`src/rtl/fwd_hazard_scoreboard_if.sv`:
```
// Bundle between the ID stage and the forwarding/hazard scoreboard.
// master = pipeline side, slave = scoreboard side.
interface fwd_hazard_scoreboard_if #(
    parameter int NUM_SRC = 2,
    parameter int DEPTH   = 3,
    parameter int W       = 32,
    parameter int LATW    = 2,
    parameter int SELW    = $clog2(DEPTH + 1)
);
    logic                    id_valid;
    logic                    id_wr;
    logic [4:0]              id_dst;
    logic [LATW-1:0]         id_ready_lat;
    logic                    flush;
    logic [5*NUM_SRC-1:0]    id_src;
    logic [W*NUM_SRC-1:0]    id_src_data;
    logic [W*DEPTH-1:0]      stage_data;
    logic                    stall_out;
    logic [SELW*NUM_SRC-1:0] src_sel;
    logic [W*NUM_SRC-1:0]    src_fwd;
    logic [31:0]             stall_cnt;
    logic [31:0]             fwd_cnt;

    modport master (
        output id_valid, id_wr, id_dst, id_ready_lat, flush,
        output id_src, id_src_data, stage_data,
        input  stall_out, src_sel, src_fwd, stall_cnt, fwd_cnt
    );

    modport slave (
        input  id_valid, id_wr, id_dst, id_ready_lat, flush,
        input  id_src, id_src_data, stage_data,
        output stall_out, src_sel, src_fwd, stall_cnt, fwd_cnt
    );
endinterface

```
`src/rtl/fwd_hazard_scoreboard.sv`:
```
// Shadow pipeline of in-flight writers: forward selects/data and load-use stall.
// Optional FWD_STATS_EN adds saturating stall/forward counters.
module fwd_hazard_scoreboard #(
    parameter int NUM_SRC = 2,
    parameter int DEPTH   = 3,
    parameter int W       = 32,
    parameter int LATW    = 2
) (
    input  logic                     clk,
    input  logic                     reset,
    fwd_hazard_scoreboard_if.slave   bus
);
    localparam int SELW = $clog2(DEPTH + 1);

    typedef struct packed {
        logic            v;
        logic [4:0]      dst;
        logic [LATW-1:0] lat;
    } entry_t;

    entry_t [DEPTH-1:0]      ent_q;
    entry_t [DEPTH-1:0]      ent_d;
    logic [NUM_SRC-1:0]      hit;
    logic [NUM_SRC-1:0]      need_stall;
    logic [SELW*NUM_SRC-1:0] sel;
    logic [W*NUM_SRC-1:0]    fwd;
    logic                    stall;
    logic                    push;
    logic [31:0]             fwd_add;

    // Smallest matching k is the youngest writer, so it shadows older ones.
    always_comb begin
        hit        = '0;
        need_stall = '0;
        sel        = '0;
        fwd        = bus.id_src_data;
        for (int i = 0; i < NUM_SRC; i++) begin
            for (int k = 0; k < DEPTH; k++) begin
                if (!hit[i] && ent_q[k].v
                    && ent_q[k].dst == bus.id_src[i*5 +: 5]
                    && bus.id_src[i*5 +: 5] != 5'd0) begin
                    hit[i] = 1'b1;
                    if (k >= int'(ent_q[k].lat)) begin
                        sel[i*SELW +: SELW] = SELW'(k + 1);
                        fwd[i*W +: W]       = bus.stage_data[k*W +: W];
                    end else begin
                        need_stall[i] = 1'b1;
                    end
                end
            end
        end
    end

    assign stall = bus.id_valid & (|need_stall);
    assign push  = bus.id_valid & bus.id_wr & (bus.id_dst != 5'd0)
                 & ~stall & ~bus.flush;

    always_comb begin
        ent_d    = '0;
        ent_d[0] = push ? {1'b1, bus.id_dst, bus.id_ready_lat} : '0;
        for (int k = 1; k < DEPTH; k++) begin
            ent_d[k] = ent_q[k-1];
        end
    end

    always_ff @(posedge clk) begin
        if (reset) begin
            ent_q <= '0;
        end else begin
            ent_q <= ent_d;
        end
    end

    always_comb begin
        fwd_add = '0;
        for (int i = 0; i < NUM_SRC; i++) begin
            if (sel[i*SELW +: SELW] != '0) begin
                fwd_add = fwd_add + 32'd1;
            end
        end
    end

`ifdef FWD_STATS_EN
    logic [31:0] stall_cnt_q;
    logic [31:0] stall_cnt_d;
    logic [31:0] fwd_cnt_q;
    logic [31:0] fwd_cnt_d;
    logic [32:0] fwd_sum;

    always_comb begin
        stall_cnt_d = stall_cnt_q;
        fwd_cnt_d   = fwd_cnt_q;
        fwd_sum     = {1'b0, fwd_cnt_q} + {1'b0, fwd_add};
        if (stall && stall_cnt_q != 32'hFFFF_FFFF) begin
            stall_cnt_d = stall_cnt_q + 32'd1;
        end
        if (!stall && bus.id_valid) begin
            fwd_cnt_d = fwd_sum[32] ? 32'hFFFF_FFFF : fwd_sum[31:0];
        end
    end

    always_ff @(posedge clk) begin
        if (reset) begin
            stall_cnt_q <= '0;
            fwd_cnt_q   <= '0;
        end else begin
            stall_cnt_q <= stall_cnt_d;
            fwd_cnt_q   <= fwd_cnt_d;
        end
    end

    assign bus.stall_cnt = stall_cnt_q;
    assign bus.fwd_cnt   = fwd_cnt_q;
`else
    logic unused_add;
    assign unused_add    = ^fwd_add;
    assign bus.stall_cnt = '0;
    assign bus.fwd_cnt   = '0;
`endif

    assign bus.stall_out = stall;
    assign bus.src_sel   = sel;
    assign bus.src_fwd   = fwd;
endmodule
```
`src/flat_wrapper.sv`:
```
// flat-port wrapper written by rule: the top's interface ports become plain ports
module fwd_hazard_scoreboard_flat 
#(
    parameter int NUM_SRC = 2,
    parameter int DEPTH   = 3,
    parameter int W       = 32,
    parameter int LATW    = 2
)
  (clk, reset, bus_id_valid, bus_id_wr, bus_id_dst, bus_id_ready_lat, bus_flush, bus_id_src, bus_id_src_data, bus_stage_data, bus_stall_out, bus_src_sel, bus_src_fwd, bus_stall_cnt, bus_fwd_cnt);
  fwd_hazard_scoreboard_if #(.NUM_SRC(NUM_SRC), .DEPTH(DEPTH), .W(W), .LATW(LATW)) bus_i ();
  input  logic clk;
  input  logic reset;
  input wire logic [$bits(bus_i.id_valid)-1:0] bus_id_valid;
  input wire logic [$bits(bus_i.id_wr)-1:0] bus_id_wr;
  input wire logic [$bits(bus_i.id_dst)-1:0] bus_id_dst;
  input wire logic [$bits(bus_i.id_ready_lat)-1:0] bus_id_ready_lat;
  input wire logic [$bits(bus_i.flush)-1:0] bus_flush;
  input wire logic [$bits(bus_i.id_src)-1:0] bus_id_src;
  input wire logic [$bits(bus_i.id_src_data)-1:0] bus_id_src_data;
  input wire logic [$bits(bus_i.stage_data)-1:0] bus_stage_data;
  output wire logic [$bits(bus_i.stall_out)-1:0] bus_stall_out;
  output wire logic [$bits(bus_i.src_sel)-1:0] bus_src_sel;
  output wire logic [$bits(bus_i.src_fwd)-1:0] bus_src_fwd;
  output wire logic [$bits(bus_i.stall_cnt)-1:0] bus_stall_cnt;
  output wire logic [$bits(bus_i.fwd_cnt)-1:0] bus_fwd_cnt;
  assign bus_i.id_valid = bus_id_valid;
  assign bus_i.id_wr = bus_id_wr;
  assign bus_i.id_dst = bus_id_dst;
  assign bus_i.id_ready_lat = bus_id_ready_lat;
  assign bus_i.flush = bus_flush;
  assign bus_i.id_src = bus_id_src;
  assign bus_i.id_src_data = bus_id_src_data;
  assign bus_i.stage_data = bus_stage_data;
  assign bus_stall_out = bus_i.stall_out;
  assign bus_src_sel = bus_i.src_sel;
  assign bus_src_fwd = bus_i.src_fwd;
  assign bus_stall_cnt = bus_i.stall_cnt;
  assign bus_fwd_cnt = bus_i.fwd_cnt;
  fwd_hazard_scoreboard #(.NUM_SRC(NUM_SRC), .DEPTH(DEPTH), .W(W), .LATW(LATW)) u_core (.clk(clk), .reset(reset), .bus(bus_i));
endmodule
```
`config.mk`:
```
export PLATFORM = sky130hd
export DESIGN_NAME = fwd_hazard_scoreboard_flat
export DESIGN_NICKNAME = d
export VERILOG_FILES = /design/src/rtl/fwd_hazard_scoreboard_if.sv /design/src/rtl/fwd_hazard_scoreboard.sv /design/src/flat_wrapper.sv
export SDC_FILE = /design/constraint.sdc
export NUM_CORES = 1
export LEC_CHECK = 0
export ABC_CLOCK_PERIOD_IN_PS = 5200
export CAP_MARGIN = 20
export CORE_AREA = 8 8 115 117
export DETAILED_ROUTE_END_ITERATION = 8
export DIE_AREA = 0 0 123 125
export DONT_BUFFER_PORTS = 1
export PLACE_DENSITY = 0.49
export SKIP_CTS_REPAIR_TIMING = 1
export SYNTH_ARGS = -nofsm -noshare
export SYNTH_HDL_FRONTEND = slang
export SYNTH_SLANG_ARGS = --single-unit
```
`constraint.sdc`:
```
create_clock -name clk -period 5.2 [get_ports clk]
set_input_delay 1.04 -clock clk [delete_from_list [all_inputs] [get_ports clk]]
set_output_delay 1.04 -clock clk [all_outputs]
set_load 0.01 [all_outputs]
```
==> results of run 1 <==
[worst max-delay path by stage]
stage	cells past startpoint	endpoint	startpoint
after global routing	7	bus_src_fwd[53]	bus_id_src[9]
after global placement	6	bus_src_fwd[49]	bus_id_src[7]
final	7	bus_src_fwd[53]	bus_id_src[9]
after floorplan	8	bus_src_fwd[56]	bus_id_src[5]
after detailed placement	6	bus_src_fwd[49]	bus_id_src[7]
after CTS	7	bus_src_fwd[49]	bus_id_src[9]
[kinds of logic after synthesis]
logic type | Yosys count | share of synthesized area [%]
other | 1 | 0.100
AND/OR/NAND/NOR | 169 | 25.7
XOR/XNOR | 30 | 7.04
multiplexers | 32 | 8.58
flip-flops | 24 | 12.9
AO/OA/AOI/OAI | 165 | 24.5
buffers and inverters | 141 | 21.2
[stage by stage]
step                util (%)  power (mW)  instance area [sq um]  hold slack [ns]  worst slack, ns
CTS                     32.0       0.536                   3710            0.439            0.873
finish                  32.0       0.535                   3710            0.437            0.845
detailed placement      31.1       0.319                   3610            0.425            0.870
global placement        31.1       0.317                   3610            0.429            0.895
global route            32.0       0.555                   3710            0.448            0.650
floorplan                  -       0.336                   3970            0.414             1.45
[area by class of cell]
class | instances | area [sq um]
Fill cell | 1327 | 7900
Multi-Input combinational cell | 460 | 2720
Sequential cell | 24 | 480
Tap cell | 147 | 184
Inverter | 33 | 124
Timing Repair Buffer | 10 | 100
Clock buffer | 3 | 75.1
Clock inverter | 1 | 30.0
[worst reg2reg max path, delay by kind of cell (launching register included)]
family | cells | cell delay (ns)
AND/OR/NAND/NOR | 5 | 1.55
flip-flops | 1 | 0.38
buffers and inverters | 1 | 0.26
XOR/XNOR | 1 | 0.13
[synth_stat cells (all sizes together)]
master,n
or4b,2
dfxtp,24
nor2b,16
nand3,9
nor3b,2
xnor2,24
and3,32
and2,33
a21boi,1
mux2i,32
inv,33
o21a,1
o22ai,64
nor2,11
nand4,10
nor4,4
or4,4
o21ai,99
buf,80
nor3,3
xor2,6
clkbuf,28
or2,1
nand2,39
or3,3
conb,1
[where the power goes]
part | internal (mW) | switching (mW)
Clock | 0.153 | 0.0644
Sequential | 0.186 | 0.00188
Combinational | 0.0460 | 0.0835
[flip-flops by register name (all words and copies together), names as in the netlist]
register / count
u_core.ent_q: 8
u_core.ent_d: 16
[metal layers]
layer  up-vias  track usage [%]  share of wire (%)
met4         0             3.05                1.2
met2       222             32.5                 52
met1      1777             18.7                 35
met3        16             4.50                 12
li1       1774                -                  -
met5         -                0                  0
==> results by stage, run 1 <==
Layout:
- The library cell used most frequently in the layout, excluding fill and tap cells, is sky130_fd_sc_hd__o21ai_0.
- The fraction of layout instances using a drive strength above 1 is 5.08%.
- The final net count is 714.
- The library cells used most frequently in the layout, excluding fill and tap cells, are 99 x sky130_fd_sc_hd__o21ai_0, 64 x sky130_fd_sc_hd__o22ai_1, 64 x sky130_fd_sc_hd__conb_1, 39 x sky130_fd_sc_hd__nand2_1.
- The number of diodes is 0.
- The post-layout instance count excluding filler cells is 678.
- The area added between synthesis and finish is -0.503%.

Global route:
- The sum of overflow across all layers after global routing is 0.
- The initial antenna violation count was 0.
- The global router's overall resource usage is 17.2%.
- The via count of the first global-routing pass is 3,610.
- The first-pass GRT wire length is 21,400 um.
- Entering global routing, the biggest net connects 67 pins.

Critical path:
- Walking the worst path, the cells encountered are xnor2_1 > nand4_1 > or4b_2 > nand4_1 > buf_4 > o21ai_0 > o22ai_1.
- The minimum setup slack among reg-to-reg paths is 2.80 ns.
- The delay contributed by the slowest stage of the critical path is 0.70 ns.
- The largest driver fanout on the critical path is 31.
- The kind of capture point of the worst setup path is an output port.
- The most numerous cell type found on the critical path is sky130_fd_sc_hd__nand4_1.
- The source of the worst register-to-register timing path is u_core.ent_d[12]$_SDFF_PP0_.
- The kind of cell with the highest combined delay along the critical path is simple AND/OR/NAND/NOR gates.
- The number of buffers and inverters on the critical path is 1.
- The slowest stage cell on the critical path is sky130_fd_sc_hd__or4b_2.
- The critical path class is primary input to output port.
- The cell depth of the worst flop-to-flop path is 7.
- The worst setup path is launched from a primary input.
- The required time of the critical path is 4.16 ns.
- The capture instance of the worst register-to-register path is u_core.ent_d[14]$_SDFF_PP0_.
- For the worst setup path, the data arrival time is 3.32 ns.

Hold path:
- Along the worst hold path, the cell count comes to 1.
- The worst hold path endpoint is u_core.ent_q[16]$_SDFF_PP0_.
- In this run the most critical hold path is launched from u_core.ent_d[16]$_SDFF_PP0_.
- The path class of the tightest hold or removal check is register to register.

Floorplan:
- The die outline area is 15,400 sq um.
- The number of rows in the core area is 40.
- 315 I/O pins were placed.
- For this configuration, the core starts out at a cell density of 32.2%.
- In this run the standard cell core region covers 11,600 sq um.
- The die is 125 um tall.
- The horizontal die dimension is 123 um.

STA:
- The count of final max-slew check failures came to 0.
- Setup repair after global routing left no endpoint under its margin.
- The ratio of final minimum period to clock period is 83.8%.
- Based on the critical path, the design can be clocked at up to 230 MHz.
- The final hold violation count is 0.
- For the final database, setup skew stands at 0.00707 ns.
- The clock period could shrink to 4.36 ns.
- At the pin with the least slew margin, the transition time is 0.742 ns.
- The worst slew slack as a fraction of its limit is 50.5%.
- The final total negative setup slack is 0 ns.
- Setup violations remaining at the end of the flow were counted as 0.

Placed design:
- The quantity of I/O buffers inserted on ports is 0.
- The total half-perimeter wirelength after legalization and detailed placement is 11,800 um.
- The placer's final routability congestion estimate is 0.864.
- Counting tap cells, the placed design contains a total of 674 instances.

Flow run:
- Max-cap violations in this run came to 0.

Logic synthesis:
- After synthesis, the netlist uses 35 different library cells.
- In this run the cell area of the synthesized design comes to 3730 sq um.
- The largest total area in the synthesized netlist belongs to sky130_fd_sc_hd__o21ai_0.
- In this run, synthesis produced a sequential element count of 24.
- The cell count after synthesis is 562.
- Sorting the synthesized cells by area gives the leading types as sky130_fd_sc_hd__o21ai_0 13%, sky130_fd_sc_hd__dfxtp_1 13%, sky130_fd_sc_hd__buf_4 13%.
- Dividing the synthesized area by the synthesized cell count gives 6.64 sq um.
- For this run, the register share of the synthesized area comes to 12.9%.
- The top cell type by area accounts for 13.3% of the synthesized area.
- The number of synthesis warnings is 0.

Routing:
- The wire length after detailed routing is 14,700 um.
- The detailed-router iteration count before antenna repair is 7.
- In the final routed layout, each cell accounts on average for 21.7 um.
- The per-cell via count in the routed design is 5.59.
- The detailed router's first-iteration violation count is 292.
- The number of remaining DRC errors is 0.
- Summing over every cut layer, the via total after detailed routing is 3,789.
- The post-route antenna net violation count is 0.

Clock network:
- The cell at the root of the clock tree is sky130_fd_sc_hd__clkbuf_16.
- The TritonCTS clock tree is done.
- The total clock buffers created by CTS is 3.
- The later pin in the worst-skew pair is clocked with a latency of 0.26 ns.
- Clock-pin slew was measured on the worst setup and hold paths at 0.06 ns.
- The number of buffers on the longest clock path is 2.
- The H-tree depth is 1.
- The clock drives 24 sinks.

Pwr:
- In this run the static leakage power is 1.44 nW.
- The worst ir drop on vdd is 0.169 mV.
- The power per cell area is 144 nW/um^2.

Status:
- The flow ran to the end, and the final reports show no timing, DRC or antenna violations.
Note: power is estimated with default switching activity, not from simulation.
==> run 2, diff against run 1 <==
--- a/config.mk
+++ b/config.mk
@@ -5,7 +5,7 @@
 export SDC_FILE = /design/constraint.sdc
 export NUM_CORES = 1
 export LEC_CHECK = 0
-export ABC_CLOCK_PERIOD_IN_PS = 5200
+export ABC_CLOCK_PERIOD_IN_PS = 4450
 export CAP_MARGIN = 20
 export CORE_AREA = 8 8 115 117
 export DETAILED_ROUTE_END_ITERATION = 8
==> constraint.sdc (replaced) <==
create_clock -name clk -period 4.45 [get_ports clk]
set_input_delay 0.89 -clock clk [delete_from_list [all_inputs] [get_ports clk]]
set_output_delay 0.89 -clock clk [all_outputs]
set_load 0.01 [all_outputs]
==> run 2 against run 1 <==
  * Wire length fell by 1.2%
  * Setup slack got worse by 0.52 ns
  * Sequential power rose by 17%
  * Global-route usage fell by 0.38 points
==> results by stage, run 2 (synthesis gave the netlist of run 1 again) <==
Critical path:
- The cell depth of the worst flop-to-flop path is 6 (-1).
- The worst path arrival time is 3.24 ns (-0.08 ns).
- The critical path starts at bus_id_src[7].
- The minimum setup slack among reg-to-reg paths is 2.08 ns (-0.72 ns).
- The source of the worst register-to-register timing path is u_core.ent_d[12]$_SDFF_PP0_.
- The required time of the critical path is 3.56 ns (-0.60 ns).
- The critical path class is primary input to output port.
- The largest driver fanout on the critical path is 30 (-3.2%).
- The worst register-to-register path ends at u_core.ent_d[14]$_SDFF_PP0_.
- The nature of the critical path startpoint is a primary input.
- The kind of capture point of the worst setup path is an output port.

Floorplan:
- The I/O pin count is 315 (unchanged).
- The total core area is 11,600 sq um (unchanged).
- The horizontal die dimension is 123 um (unchanged).
- The initial core utilization is 32.2% (unchanged).
- The die outline area is 15,400 sq um (unchanged).
- The height of the chip came to 125 um (unchanged).
- The number of rows in the core area came to 40 (unchanged).

Placed design:
- The placer's final routability congestion estimate came to 0.936 (+8.3%).
- The quantity of I/O buffers inserted on ports came to 0 (unchanged).
- The total half-perimeter wirelength after legalization and detailed placement is 12,000 um (+1.3%).
- The cell total after placement is 677 (+0.45%).

Global route:
- The sum of overflow across all layers after global routing is 0 (unchanged).
- The via count of the first global-routing pass came to 3,581 (-0.80%).
- The initial antenna violation count is 0 (unchanged).
- The largest net degree at the start of global routing was 67 (unchanged).
- The global router's overall resource usage was 16.8% (-0.38 points).
- The first-pass GRT wire length is 21,000 um (-2.1%).

STA:
- The setup violation total in the final timing report was 0 (unchanged).
- The final hold violation count came to 0 (unchanged).
- The ratio of final minimum period to clock period is 92.8%.
- Setup repair after global routing left no endpoint under its margin.
- The maximum clock frequency is 242 MHz.
- The final total negative setup slack is 0 ns (unchanged).
- The final critical delay including setup and external delays is 4.13 ns.
- The worst slew slack as a fraction of its limit was 51.2% (+0.62 points).
- The count of final max-slew check failures is 0 (unchanged).
- The clock skew after layout is 0.00686 ns (-0.000212 ns).
- The transition at the pin with the smallest max-transition slack is 0.731 ns (-0.0115 ns).

Routing:
- The number of remaining DRC errors is 0 (unchanged).
- The per-cell via count in the routed design was 5.52 (-1.2%).
- The post-route antenna net violation count is 0 (unchanged).
- The via total after detailed routing is 3,760 (-0.77%).
- The detailed-router iteration count before antenna repair is 5 (-2).
- The routed wirelength normalized by instance count came to 21.4 um (-1.7%).
- The detailed router's first-iteration violation count came to 214 (-27%).
- The wire length after detailed routing came to 14,500 um (-1.2%).

Flow run:
- The max-capacitance violation count was 0 (unchanged).

Clock network:
- The worst-skew pair later-pin latency is 0.26 ns (about the same).
- The cell at the root of the clock tree is sky130_fd_sc_hd__clkbuf_16.
- The total clock buffers created by CTS is 3 (unchanged).
- TritonCTS built the clock tree.
- The number of sinks driven by the clock tree is 24 (unchanged).
- The H-tree depth came to 1 (unchanged).
- The number of buffers on the longest clock path came to 2 (unchanged).
- The clock slew seen by the registers of the worst setup and hold paths is 0.06 ns (about the same).

Layout:
- The post-layout instance count excluding filler cells is 681 (+0.44%).
- The number of diodes is 0 (unchanged).
- Leaving out fill and tap cells, the most frequent cell in the layout is sky130_fd_sc_hd__o21ai_0.
- The top cell types in the final layout, fill and taps aside, are 99 x sky130_fd_sc_hd__o21ai_0, 64 x sky130_fd_sc_hd__o22ai_1, 64 x sky130_fd_sc_hd__conb_1, 39 x sky130_fd_sc_hd__nand2_1.
- Compared with the post-synthesis result, the final layout area differs by 0.436%.
- The flip-flop count of the largest register after layout came to 16 (unchanged).
- The final net count was 717 (+0.42%).
- The fraction of layout instances using a drive strength above 1 came to 5.62% (+0.53 points).

Pwr:
- The power per cell area is 166 nW/um^2 (+15%).
- The cell leakage power is 1.46 nW (+1.3%).
- The worst ir drop on vdd came to 0.205 mV (+21%).

Hold path:
- The classification of the worst-slack hold path is register to register.
- The cell count of the worst hold path is 1 (unchanged).
- The critical hold path startpoint is u_core.ent_d[16]$_SDFF_PP0_.
- The worst hold path endpoint is u_core.ent_q[16]$_SDFF_PP0_.

Status:
- The run finished with clean final reports.
[run 2: cell types whose count changed in the layout (fill, tap and decap cells not counted)]
cell / previous run / this run
sky130_fd_sc_hd__buf_4: 8 / 10
sky130_fd_sc_hd__buf_12: 2 / 3
[run 2: layout make-up]
class                      count  area, sq um
timing repair buffer          13          135
inverter                      33          124
clock buffer                   3         75.1
tap                          147          184
sequential                    24          480
multi-input combinational    460         2720
clock inverter                 1         30.0
fill                        1299         7860
[run 2: critical path: stages]
cell	delay, ns
sky130_fd_sc_hd__or4_1	0.56
sky130_fd_sc_hd__nor2_2	0.22
sky130_fd_sc_hd__or3_2	0.23
sky130_fd_sc_hd__nand4_1	0.58
sky130_fd_sc_hd__buf_12	0.41
sky130_fd_sc_hd__o22ai_1	0.33
[run 2: power breakdown]
part	internal (mW)	switching [mW]	total, mW
Combinational	0.0537	0.0969	0.151
Sequential	0.217	0.00231	0.220
Clock	0.179	0.0744	0.253
Total	0.450	0.174	0.623
[run 2: worst max path at each step]
| stage | endpoint | slack, ns | depth (start not counted) |
|---|---|---|---|
| 6_report | bus_src_fwd[53] | 0.32 | 6 |
| 5_1_grt | bus_src_fwd[53] | 0.13 | 6 |
| 4_1_cts | bus_src_fwd[53] | 0.31 | 6 |
| 3_5_place_dp | bus_src_fwd[53] | 0.31 | 6 |
| 3_3_place_gp | bus_src_fwd[49] | 0.39 | 6 |
| 2_1_floorplan | bus_src_fwd[56] | 1.00 | 8 |
[run 2: per-stage QoR]
stage	hold slack (ns)	total power, mW	setup slack (ns)	util, %	area [sq um]
final	0.441	0.623	0.322	32.3	3750
after global routing	0.449	0.649	0.133	32.3	3750
after CTS	0.443	0.624	0.312	32.3	3750
after detailed placement	0.429	0.372	0.314	31.4	3640
after global placement	0.423	0.371	0.390	31.4	3640
after floorplan	0.414	0.393	1.00	-	3970
[run 2: metal layers]
| metal | vias to the layer above | share of wire [%] | track usage, % |
|---|---|---|---|
| met5 | - | 0 | 0 |
| met4 | 0 | 2.4 | 5.03 |
| li1 | 1785 | - | - |
| met2 | 203 | 52 | 31.6 |
| met1 | 1748 | 35 | 17.7 |
| met3 | 24 | 11 | 4.28 |
